<file path="src/rtl/change_dispenser_if.sv">
// change_dispenser_if: request, coin-release, refill and inventory signals of the change dispenser
//  master: vending FSM / refill side (drives req_*, refill*), observes everything else
//  slave : the dispenser itself
interface change_dispenser_if #(
    parameter int AMT_W = 8,
    parameter int CNT_W = 4
);
    logic             req_valid;
    logic [AMT_W-1:0] req_amount;
    logic             req_ready;
    logic             refill;
    logic [2:0]       refill_coin;
    logic             coin_valid;
    logic [2:0]       coin_out;
    logic             busy;
    logic             done;
    logic             short;
    logic [AMT_W-1:0] remaining;
    logic [CNT_W-1:0] cnt5;
    logic [CNT_W-1:0] cnt10;
    logic [CNT_W-1:0] cnt20;

    modport master (
        output req_valid, req_amount, refill, refill_coin,
        input  req_ready, coin_valid, coin_out, busy, done, short, remaining, cnt5, cnt10, cnt20
    );
    modport slave (
        input  req_valid, req_amount, refill, refill_coin,
        output req_ready, coin_valid, coin_out, busy, done, short, remaining, cnt5, cnt10, cnt20
    );
endinterface

</file>
<file path="src/rtl/change_dispenser.sv">
// change_dispenser: pays out a change amount one one-hot coin per cycle (001=5, 010=10, 100=20),
//  largest coin first, from a saturating per-denomination inventory; reports any shortfall.
//  Ports: clk, reset (async, active-high), bus (change_dispenser_if.slave) carrying the
//  request handshake, refill port, coin release, status (busy/done/short/remaining) and counts.
module change_dispenser #(
    parameter int AMT_W   = 8,
    parameter int CNT_W   = 4,
    parameter int INIT_5  = 4,
    parameter int INIT_10 = 4,
    parameter int INIT_20 = 4
) (
    input  logic               clk,
    input  logic               reset,
    change_dispenser_if.slave  bus
);
    typedef enum logic [1:0] {IDLE, DISPENSE, DONE} state_t;

    localparam logic [CNT_W-1:0] CNT_MAX = '1;

    state_t                 state;
    logic [AMT_W-1:0]       rem;
    logic [2:0][CNT_W-1:0]  cnt;
    logic [2:0]             pick;
    logic [2:0]             inc;
    logic [AMT_W-1:0]       coin_val;

    // pick is one-hot: the largest denomination that fits the remainder and is in stock
    always_comb begin
        pick[2]  = state == DISPENSE && rem >= AMT_W'(20) && cnt[2] != '0;
        pick[1]  = state == DISPENSE && rem >= AMT_W'(10) && cnt[1] != '0 && !pick[2];
        pick[0]  = state == DISPENSE && rem >= AMT_W'(5)  && cnt[0] != '0 && !pick[2] && !pick[1];
        coin_val = pick[2] ? AMT_W'(20) : pick[1] ? AMT_W'(10) : pick[0] ? AMT_W'(5) : '0;
        inc      = (bus.refill && $onehot(bus.refill_coin)) ? bus.refill_coin : 3'b000;
    end

    assign bus.coin_out   = pick;
    assign bus.coin_valid = |pick;
    assign bus.req_ready  = state == IDLE;
    assign bus.busy       = state != IDLE;
    assign bus.done       = state == DONE;
    assign bus.cnt5       = cnt[0];
    assign bus.cnt10      = cnt[1];
    assign bus.cnt20      = cnt[2];

    always_ff @(posedge clk or posedge reset) begin
        if (reset) begin
            state         <= IDLE;
            rem           <= '0;
            bus.short     <= 1'b0;
            bus.remaining <= '0;
            cnt           <= {CNT_W'(INIT_20), CNT_W'(INIT_10), CNT_W'(INIT_5)};
        end else begin
            // a refill and a release of the same coin cancel out
            for (int i = 0; i < 3; i++) begin
                if (inc[i] && !pick[i] && cnt[i] != CNT_MAX)
                    cnt[i] <= cnt[i] + 1'b1;
                else if (pick[i] && !inc[i])
                    cnt[i] <= cnt[i] - 1'b1;
            end
            case (state)
                IDLE: if (bus.req_valid) begin
                    rem           <= bus.req_amount;
                    bus.short     <= 1'b0;
                    bus.remaining <= '0;
                    state         <= DISPENSE;
                end
                DISPENSE: if (|pick) rem <= rem - coin_val;
                          else state <= DONE;
                DONE: begin
                    bus.short     <= rem != '0;
                    bus.remaining <= rem;
                    state         <= IDLE;
                end
                default: state <= IDLE;
            endcase
        end
    end
endmodule

</file>
<file path="src/flat_wrapper.sv">
// flat-port wrapper written by rule: the top's interface ports become plain ports
module change_dispenser_flat 
#(
    parameter int AMT_W   = 8,
    parameter int CNT_W   = 4,
    parameter int INIT_5  = 4,
    parameter int INIT_10 = 4,
    parameter int INIT_20 = 4
)
  (clk, reset, bus_req_valid, bus_req_amount, bus_refill, bus_refill_coin, bus_req_ready, bus_coin_valid, bus_coin_out, bus_busy, bus_done, bus_short, bus_remaining, bus_cnt5, bus_cnt10, bus_cnt20);
  change_dispenser_if #(.AMT_W(AMT_W), .CNT_W(CNT_W)) bus_i ();
  input  logic clk;
  input  logic reset;
  input wire logic [$bits(bus_i.req_valid)-1:0] bus_req_valid;
  input wire logic [$bits(bus_i.req_amount)-1:0] bus_req_amount;
  input wire logic [$bits(bus_i.refill)-1:0] bus_refill;
  input wire logic [$bits(bus_i.refill_coin)-1:0] bus_refill_coin;
  output wire logic [$bits(bus_i.req_ready)-1:0] bus_req_ready;
  output wire logic [$bits(bus_i.coin_valid)-1:0] bus_coin_valid;
  output wire logic [$bits(bus_i.coin_out)-1:0] bus_coin_out;
  output wire logic [$bits(bus_i.busy)-1:0] bus_busy;
  output wire logic [$bits(bus_i.done)-1:0] bus_done;
  output wire logic [$bits(bus_i.short)-1:0] bus_short;
  output wire logic [$bits(bus_i.remaining)-1:0] bus_remaining;
  output wire logic [$bits(bus_i.cnt5)-1:0] bus_cnt5;
  output wire logic [$bits(bus_i.cnt10)-1:0] bus_cnt10;
  output wire logic [$bits(bus_i.cnt20)-1:0] bus_cnt20;
  assign bus_i.req_valid = bus_req_valid;
  assign bus_i.req_amount = bus_req_amount;
  assign bus_i.refill = bus_refill;
  assign bus_i.refill_coin = bus_refill_coin;
  assign bus_req_ready = bus_i.req_ready;
  assign bus_coin_valid = bus_i.coin_valid;
  assign bus_coin_out = bus_i.coin_out;
  assign bus_busy = bus_i.busy;
  assign bus_done = bus_i.done;
  assign bus_short = bus_i.short;
  assign bus_remaining = bus_i.remaining;
  assign bus_cnt5 = bus_i.cnt5;
  assign bus_cnt10 = bus_i.cnt10;
  assign bus_cnt20 = bus_i.cnt20;
  change_dispenser #(.AMT_W(AMT_W), .CNT_W(CNT_W), .INIT_5(INIT_5), .INIT_10(INIT_10), .INIT_20(INIT_20)) u_core (.clk(clk), .reset(reset), .bus(bus_i));
endmodule
</file>
<file path="config.mk">
export PLATFORM = sky130hd
export DESIGN_NAME = change_dispenser_flat
export DESIGN_NICKNAME = d
export VERILOG_FILES = /design/src/rtl/change_dispenser_if.sv /design/src/rtl/change_dispenser.sv /design/src/flat_wrapper.sv
export SDC_FILE = /design/constraint.sdc
export NUM_CORES = 1
export LEC_CHECK = 0
export CELL_PAD_IN_SITES_DETAIL_PLACEMENT = 0
export CELL_PAD_IN_SITES_GLOBAL_PLACEMENT = 1
export CORE_ASPECT_RATIO = 0.9
export CORE_UTILIZATION = 39
export CTS_CLUSTER_DIAMETER = 30
export DETAILED_ROUTE_END_ITERATION = 12
export PLACE_DENSITY = 0.86
export REMOVE_ABC_BUFFERS = 1
export SLEW_MARGIN = 20
export SYNTH_ARGS = -nofsm -noshare
export SYNTH_HDL_FRONTEND = slang
export SYNTH_SLANG_ARGS = --single-unit
</file>
<file path="constraint.sdc">
create_clock -name clk -period 4.25 [get_ports clk]
set_input_delay 0.6375 -clock clk [delete_from_list [all_inputs] [get_ports clk]]
set_output_delay 0.6375 -clock clk [all_outputs]
set_load 0.02 [all_outputs]
</file>
==> run summary, run 1 <==
## Placed design
• routability-driven placement congestion ratio: 0.7725
• number of I/O port buffers: 42
• post-placement worst setup slack: 0.2826 ns
• total half-perimeter wirelength after legalization and detailed placement: 3231 um

## Min path
• hold path startpoint: u_core.bus.remaining[0]$_DFFE_PP0P_
• class of the most critical hold timing path: reg2reg

## Critical path
• data arrival time of the critical path: 3.82 ns
• kind of launch point of the worst setup path: primary input
• endpoint required time on the critical path: 4.41 ns
• Register-to-Register Setup Slack: 0.70 ns
• path type of the worst setup path: in2reg
• critical path endpoint category: flop
• r2r startpoint: u_core.state[1]$_DFFE_PP0P_
• launch point of the worst path: bus_refill_coin[1]
• CP max FO: 5

## Route
• vias after detailed routing: 1631
• via/cell ratio: 5.261
• Pre-antenna DRT Iters: 4
• total detailed-routing wirelength: 4236 um
• drt drc: 0
• routed length per instance: 13.66 um
• count of antenna-violating nets left after detailed routing: 0
• first-iteration detailed-routing DRC count: 81

## STA
• unrepaired setup endpoints after global routing: no
• worst clock skew: 0.004137 ns
• maximum clock frequency: 272.7 MHz
• Slew @ Worst Pin: 0.8184 ns
• final total negative setup slack: 0 ns
• count of final setup violators: 0
• worst hold-check slack: 0.5013 ns
• worst max-slew margin expressed relative to the limit: 45.38%
• number of hold violations in the final report: 0
• portion of the clock cycle consumed by the worst path in the final layout: 86.27%
• slack of the critical path: 0.5833 ns
• count of final max-slew check failures: 0
• final period demand of the worst path: 3.667 ns

## Synthesis
• total number of yosys warnings: 0
• number of enable-type register cells in the synthesized netlist: 0
• per-instance average area after synthesis: 10.07 um^2
• area of the mapped netlist: 0.001994 mm^2
• Top FF cell, synth: sky130_fd_sc_hd__dfrtp_1
• proportion of synthesized chip area in sequential cells: 39.08%
• number of instances in the synthesized netlist: 198
• distinct cell type count of the synthesized netlist: 53
• share of synthesized flip-flops with an asynchronous set or reset: 100.0%
• Yosys reg bits: 31

## Clock network
• library cell used as clock root buffer: sky130_fd_sc_hd__clkbuf_8
• maximum root-to-sink buffer count: 2
• post-cts hold buffer count: 0
• insertion delay of the later-clocked pin in the worst-skew pair: 0.28 ns
• total of cells resized after clock tree synthesis: 0
• total number of clock tree sinks: 31
• CTS Buf Count: 5
• post-CTS setup-driven buffer insertion count: 0
• H-tree Lvls: 2
• Clk pin slew, worst setup/hold paths: 0.07 ns
• TritonCTS clock tree: yes

## GRT
• initial antenna violation count: 0
• total grt overflow: 0
• vias in the first global route: 1531
• global-route wire length before repair: 7196 um
• Total GRT Usage: 16.83%
• largest net degree at the start of global routing: 22

## Run
• number of maximum-capacitance violations: 0

## Pwr
• Design Power: 2.023 mW
• Power per Cell Area: 777.7 mW/mm^2
• Pleak: 1.134 nW
• maximum vdd drop: 0.4090 mV

## Layout
• antenna cell count: 0
• fraction of final layout cells with drive strength greater than 1: 9.388%
• post-synthesis to final-layout area growth: 30.43%
• number of nets in the finished design: 275

## Die
• IO Count: 43
• core area: 0.004895 mm^2
• die footprint: 0.005404 mm^2
• DIE HEIGHT: 69.84 um
• overall die width: 77.38 um
• placement row count: 24
• effective utilization at floorplan: 40.75%

## Outcome
• outcome: finished clean

==> Yosys cell counts (4+ instances only) <==
cell                      count  area, um^2
sky130_fd_sc_hd__a21o_1       5       37.54
sky130_fd_sc_hd__a21oi_1     13       65.06
sky130_fd_sc_hd__a22o_1       9       78.83
sky130_fd_sc_hd__dfrtp_1     28       700.7
sky130_fd_sc_hd__fa_1         5       100.1
sky130_fd_sc_hd__ha_1        11       137.6
sky130_fd_sc_hd__inv_1       12       45.04
sky130_fd_sc_hd__nand2_1     16       60.06
sky130_fd_sc_hd__nor2_1      12       45.04
sky130_fd_sc_hd__nor2b_1      5       31.28
sky130_fd_sc_hd__nor3_1       4       20.02
sky130_fd_sc_hd__o21ai_0      7       35.03
sky130_fd_sc_hd__xnor2_1      5       43.79
sky130_fd_sc_hd__xor2_1       5       43.79
==> metal layers <==
| metal | vias up | global-route usage [%] | share of wire [%] |
|---|---|---|---|
| met1 | 778 | 23.13 | 50 |
| met5 | - | 0 | 0 |
| met4 | 0 | 5.031 | 1.1 |
| met2 | 37 | 26.75 | 45 |
| met3 | 5 | 3.289 | 4.3 |
| li1 | 811 | - | - |
==> report_power, final <==
part / leakage [nW] / switching [mW] / internal, mW
Sequential: 0.377 / 0.181 / 0.421
Clock: 0.0612 / 0.111 / 0.190
Combinational: 0.696 / 0.553 / 0.568
==> path summary, 6_finish.rpt <==
path	to	depth (start not counted)
worst max-delay path	u_core.bus.cnt5[3]$_DFFE_PP0P_	13
worst min-delay path	u_core.bus.remaining[0]$_DFFE_PP0P_	1
worst max register to register	u_core.rem[6]$_DFFE_PP0P_	14
worst min register to register	u_core.bus.remaining[0]$_DFFE_PP0P_	1
max in group asynchronous	u_core.bus.cnt10[2]$_DFFE_PP1P_	3
min in group asynchronous	u_core.bus.cnt5[1]$_DFFE_PP0P_	2
==> registers in the layout, indices dropped and copies added (netlist names) <==
| register | flops |
|---|---|
| u_core.rem | 8 |
| u_core.bus.remaining | 8 |
| u_core.bus.short | 1 |
| u_core.state | 2 |
| u_core.bus.cnt10 | 4 |
| u_core.bus.cnt5 | 4 |
| u_core.bus.cnt20 | 4 |
==> cells by family (layout without fill, tap and decap cells) <==
logic type | after synthesis | count (layout) | share of synthesized area [%]
fa+ha+maj | 16 | 16 | 11.92
buf+inv | 19 | 66 | 4.203
flops | 31 | 31 | 39.08
mux | 8 | 8 | 5.270
simple gates | 62 | 62 | 16.69
xor+xnor | 10 | 10 | 4.391
compound gates | 52 | 52 | 18.45
==> metrics by stage <==
| stage | std cells | area (um^2) | util, % |
|---|---|---|---|
| finish | 310 | 2601 | 53.14 |
| floorplan | 192 | 1959 | - |
| detailed placement | 302 | 2484 | 50.74 |
| CTS | 310 | 2601 | 53.14 |
| global route | 310 | 2601 | 53.14 |
| global placement | 302 | 2484 | 50.74 |
==> cell type report <==
class / instances / area, um^2
Inverter: 13 / 48.80
Clock inverter: 2 / 35.03
Fill cell: 444 / 2293
Timing Repair Buffer: 45 / 442.9
Tap cell: 65 / 81.33
Clock buffer: 6 / 82.58
Sequential cell: 31 / 779.5
Multi-Input combinational cell: 148 / 1131
==> critical path, cell delays in order <==
cell and delay (ns):
sky130_fd_sc_hd__clkdlybuf4s50_1 0.51, sky130_fd_sc_hd__inv_1 0.07, sky130_fd_sc_hd__fa_1 0.44, sky130_fd_sc_hd__and3b_1 0.30, sky130_fd_sc_hd__nand2_1 0.18, sky130_fd_sc_hd__a41oi_1 0.25
sky130_fd_sc_hd__nand2b_1 0.16, sky130_fd_sc_hd__ha_1 0.29, sky130_fd_sc_hd__a21o_1 0.17, sky130_fd_sc_hd__a21oi_1 0.33, sky130_fd_sc_hd__nor3b_1 0.10, sky130_fd_sc_hd__a311oi_1 0.29
sky130_fd_sc_hd__o32ai_1 0.11
==> placed cells by master, fill, tap and decap left out, types with 2 or more instances in the layout <==
| cell | instances |
|---|---|
| sky130_fd_sc_hd__clkdlybuf4s50_1 | 42 |
| sky130_fd_sc_hd__dfrtp_1 | 28 |
| sky130_fd_sc_hd__nand2_1 | 16 |
| sky130_fd_sc_hd__a21oi_1 | 13 |
| sky130_fd_sc_hd__nor2_1 | 12 |
| sky130_fd_sc_hd__inv_1 | 12 |
| sky130_fd_sc_hd__ha_1 | 11 |
| sky130_fd_sc_hd__a22o_1 | 9 |
| sky130_fd_sc_hd__o21ai_0 | 7 |
| sky130_fd_sc_hd__clkbuf_8 | 6 |
| sky130_fd_sc_hd__nor2b_1 | 5 |
| sky130_fd_sc_hd__xnor2_1 | 5 |
| sky130_fd_sc_hd__a21o_1 | 5 |
| sky130_fd_sc_hd__xor2_1 | 5 |
| sky130_fd_sc_hd__fa_1 | 5 |
| sky130_fd_sc_hd__nor3_1 | 4 |
| sky130_fd_sc_hd__nor4_1 | 3 |
| sky130_fd_sc_hd__and2_1 | 3 |
| sky130_fd_sc_hd__mux2i_1 | 3 |
| sky130_fd_sc_hd__nand3_1 | 3 |
| sky130_fd_sc_hd__nand4_1 | 3 |
| sky130_fd_sc_hd__buf_4 | 3 |
| sky130_fd_sc_hd__dfstp_2 | 3 |
| sky130_fd_sc_hd__nand2b_1 | 2 |
| sky130_fd_sc_hd__a311oi_1 | 2 |
| sky130_fd_sc_hd__a31oi_1 | 2 |
| sky130_fd_sc_hd__mux2_2 | 2 |
| sky130_fd_sc_hd__or3_1 | 2 |
| sky130_fd_sc_hd__and3b_1 | 2 |
| sky130_fd_sc_hd__mux2_4 | 2 |
| sky130_fd_sc_hd__o22a_1 | 2 |
| sky130_fd_sc_hd__and3_1 | 2 |
(Power assumes the default switching activity.)
==> inputs of run 2 (changes only) <==
CORE_MARGIN = 2   (was unset)
SLEW_MARGIN = unset   (was 20)
==> run summary, run 2 (synthesis gave the netlist of run 1 again) <==
## Outcome
• outcome: finished clean

## Layout
• number of nets in the finished design: 275
• post-synthesis to final-layout area growth: 30.43%
• antenna cell count: 0
• largest registers: u_core.bus.remaining x8, u_core.rem x8
• core occupancy in the finished layout: 53.14%
• most common cell after layout, fill and taps aside: sky130_fd_sc_hd__clkdlybuf4s50_1
• fillers: 432
• Multi-input gate area: 0.001131 mm^2
• fraction of final layout cells with drive strength greater than 1: 9.388%
• commonest cells after routing, fill and taps aside: sky130_fd_sc_hd__clkdlybuf4s50_1, sky130_fd_sc_hd__dfrtp_1, sky130_fd_sc_hd__nand2_1
• FF/Latch Area: 779.5 um^2

## STA
• unrepaired setup endpoints after global routing: no
• worst clock skew: 0.004184 ns
• Slew @ Worst Pin: 0.6342 ns
• portion of the clock cycle consumed by the worst path in the final layout: 84.92%
• count of final setup violators: 0
• maximum clock frequency: 277.1 MHz
• final total negative setup slack: 0 ns
• final period demand of the worst path: 3.609 ns
• worst hold-check slack: 0.4983 ns
• worst max-slew margin expressed relative to the limit: 57.64%
• number of hold violations in the final report: 0
• count of final max-slew check failures: 0

## Die
• effective utilization at floorplan: 40.75%
• IO Count: 43
• die footprint: 0.005703 mm^2
• DIE HEIGHT: 71.84 um
• core area: 0.004895 mm^2
• placement row count: 24
• overall die width: 79.38 um

## Critical path
• worst path bufs/invs: 2
• data arrival time of the critical path: 3.76 ns
• CP dominant cell by count: sky130_fd_sc_hd__a21oi_1
• Worst Reg-to-Reg Cells: 14
• slowest CP cell: sky130_fd_sc_hd__nand2b_1
• largest delay contributor family on the critical path: simple AND/OR/NAND/NOR gates
• cell depth of the worst setup path: 14
• kind of launch point of the worst setup path: flop
• largest incremental delay on the critical path: 0.51 ns
• endpoint required time on the critical path: 4.40 ns
• Cell Chain, Critical Path: nand2b_1 > a211o_2 > inv_2 > o21ai_4 > and2_1 > ha_1 > inv_1 > fa_1 > a21o_1 > a21oi_1 > nor2b_1 > or3_1 > o22ai_1 > a21oi_1
• CP max FO: 15
• critical path endpoint category: flop
• path type of the worst setup path: reg2reg

## Clock network
• insertion delay of the later-clocked pin in the worst-skew pair: 0.28 ns
• post-cts hold buffer count: 0
• total number of clock tree sinks: 31
• post-CTS setup-driven buffer insertion count: 0
• total of cells resized after clock tree synthesis: 0
• maximum root-to-sink buffer count: 2
• library cell used as clock root buffer: sky130_fd_sc_hd__clkbuf_8
• CTS Buf Count: 5
• H-tree Lvls: 2
• TritonCTS clock tree: yes
• Clk pin slew, worst setup/hold paths: 0.07 ns

## GRT
• vias in the first global route: 1590
• global-route wire length before repair: 7638 um
• initial antenna violation count: 0
• total grt overflow: 0
• largest net degree at the start of global routing: 32
• Total GRT Usage: 17.40%

## Route
• routed length per instance: 14.61 um
• vias after detailed routing: 1648
• total detailed-routing wirelength: 4529 um
• drt drc: 0
• via/cell ratio: 5.316
• first-iteration detailed-routing DRC count: 64
• count of antenna-violating nets left after detailed routing: 0
• Pre-antenna DRT Iters: 4

## Pwr
• maximum vdd drop: 0.5212 mV
• Design Power: 2.038 mW
• Pleak: 1.134 nW
• Power per Cell Area: 783.4 mW/mm^2

## Run
• number of maximum-capacitance violations: 0

## Min path
• class of the most critical hold timing path: reg2reg
• hold path cells: 1

## Placed design
• total half-perimeter wirelength after legalization and detailed placement: 3321 um
• routability-driven placement congestion ratio: 0.7936
• number of I/O port buffers: 42

[run 2: metrics by stage]
stage	instances	setup slack, ns	area [um^2]
finish	310	0.6411	2601
global route	310	0.3048	2601
CTS	310	0.6213	2601
detailed placement	302	0.3367	2484
global placement	302	0.4889	2484
floorplan	192	0.9526	1959
[run 2: routing by layer]
layer	share of wire, %	vias to the layer above	GRT usage [%]
li1	-	810	-
met1	46	792	23.77
met4	1.3	0	5.747
met2	48	39	27.97
met3	4.3	7	3.401
met5	0	-	0
[run 2: area by class of cell]
cell class	count	area share (%)
repair buffers	45	17.03
inverters	13	1.876
clock buffers	6	3.175
well taps	65	3.127
flip-flops and latches	31	29.97
multi-input cells	148	43.48
clock inverters	2	1.347
[run 2: path summary, 6_finish.rpt]
| check | startpoint | endpoint | slack (ns) |
|---|---|---|---|
| max | u_core.state[1]$_DFFE_PP0P_ | u_core.rem[6]$_DFFE_PP0P_ | 0.64 |
| min | u_core.bus.remaining[0]$_DFFE_PP0P_ | u_core.bus.remaining[0]$_DFFE_PP0P_ | 0.50 |
| max reg2reg | u_core.state[1]$_DFFE_PP0P_ | u_core.rem[6]$_DFFE_PP0P_ | 0.64 |
| min reg2reg | u_core.bus.remaining[0]$_DFFE_PP0P_ | u_core.bus.remaining[0]$_DFFE_PP0P_ | 0.50 |
| max in group asynchronous | reset | u_core.bus.cnt10[2]$_DFFE_PP1P_ | 3.14 |
| min in group asynchronous | reset | u_core.bus.cnt5[1]$_DFFE_PP0P_ | 0.77 |
[run 2: power breakdown]
group	leakage, nW	internal, mW	total [mW]	switching, mW
Combinational	0.696	0.569	1.13	0.561
Sequential	0.377	0.421	0.607	0.186
Clock	0.0612	0.190	0.302	0.112
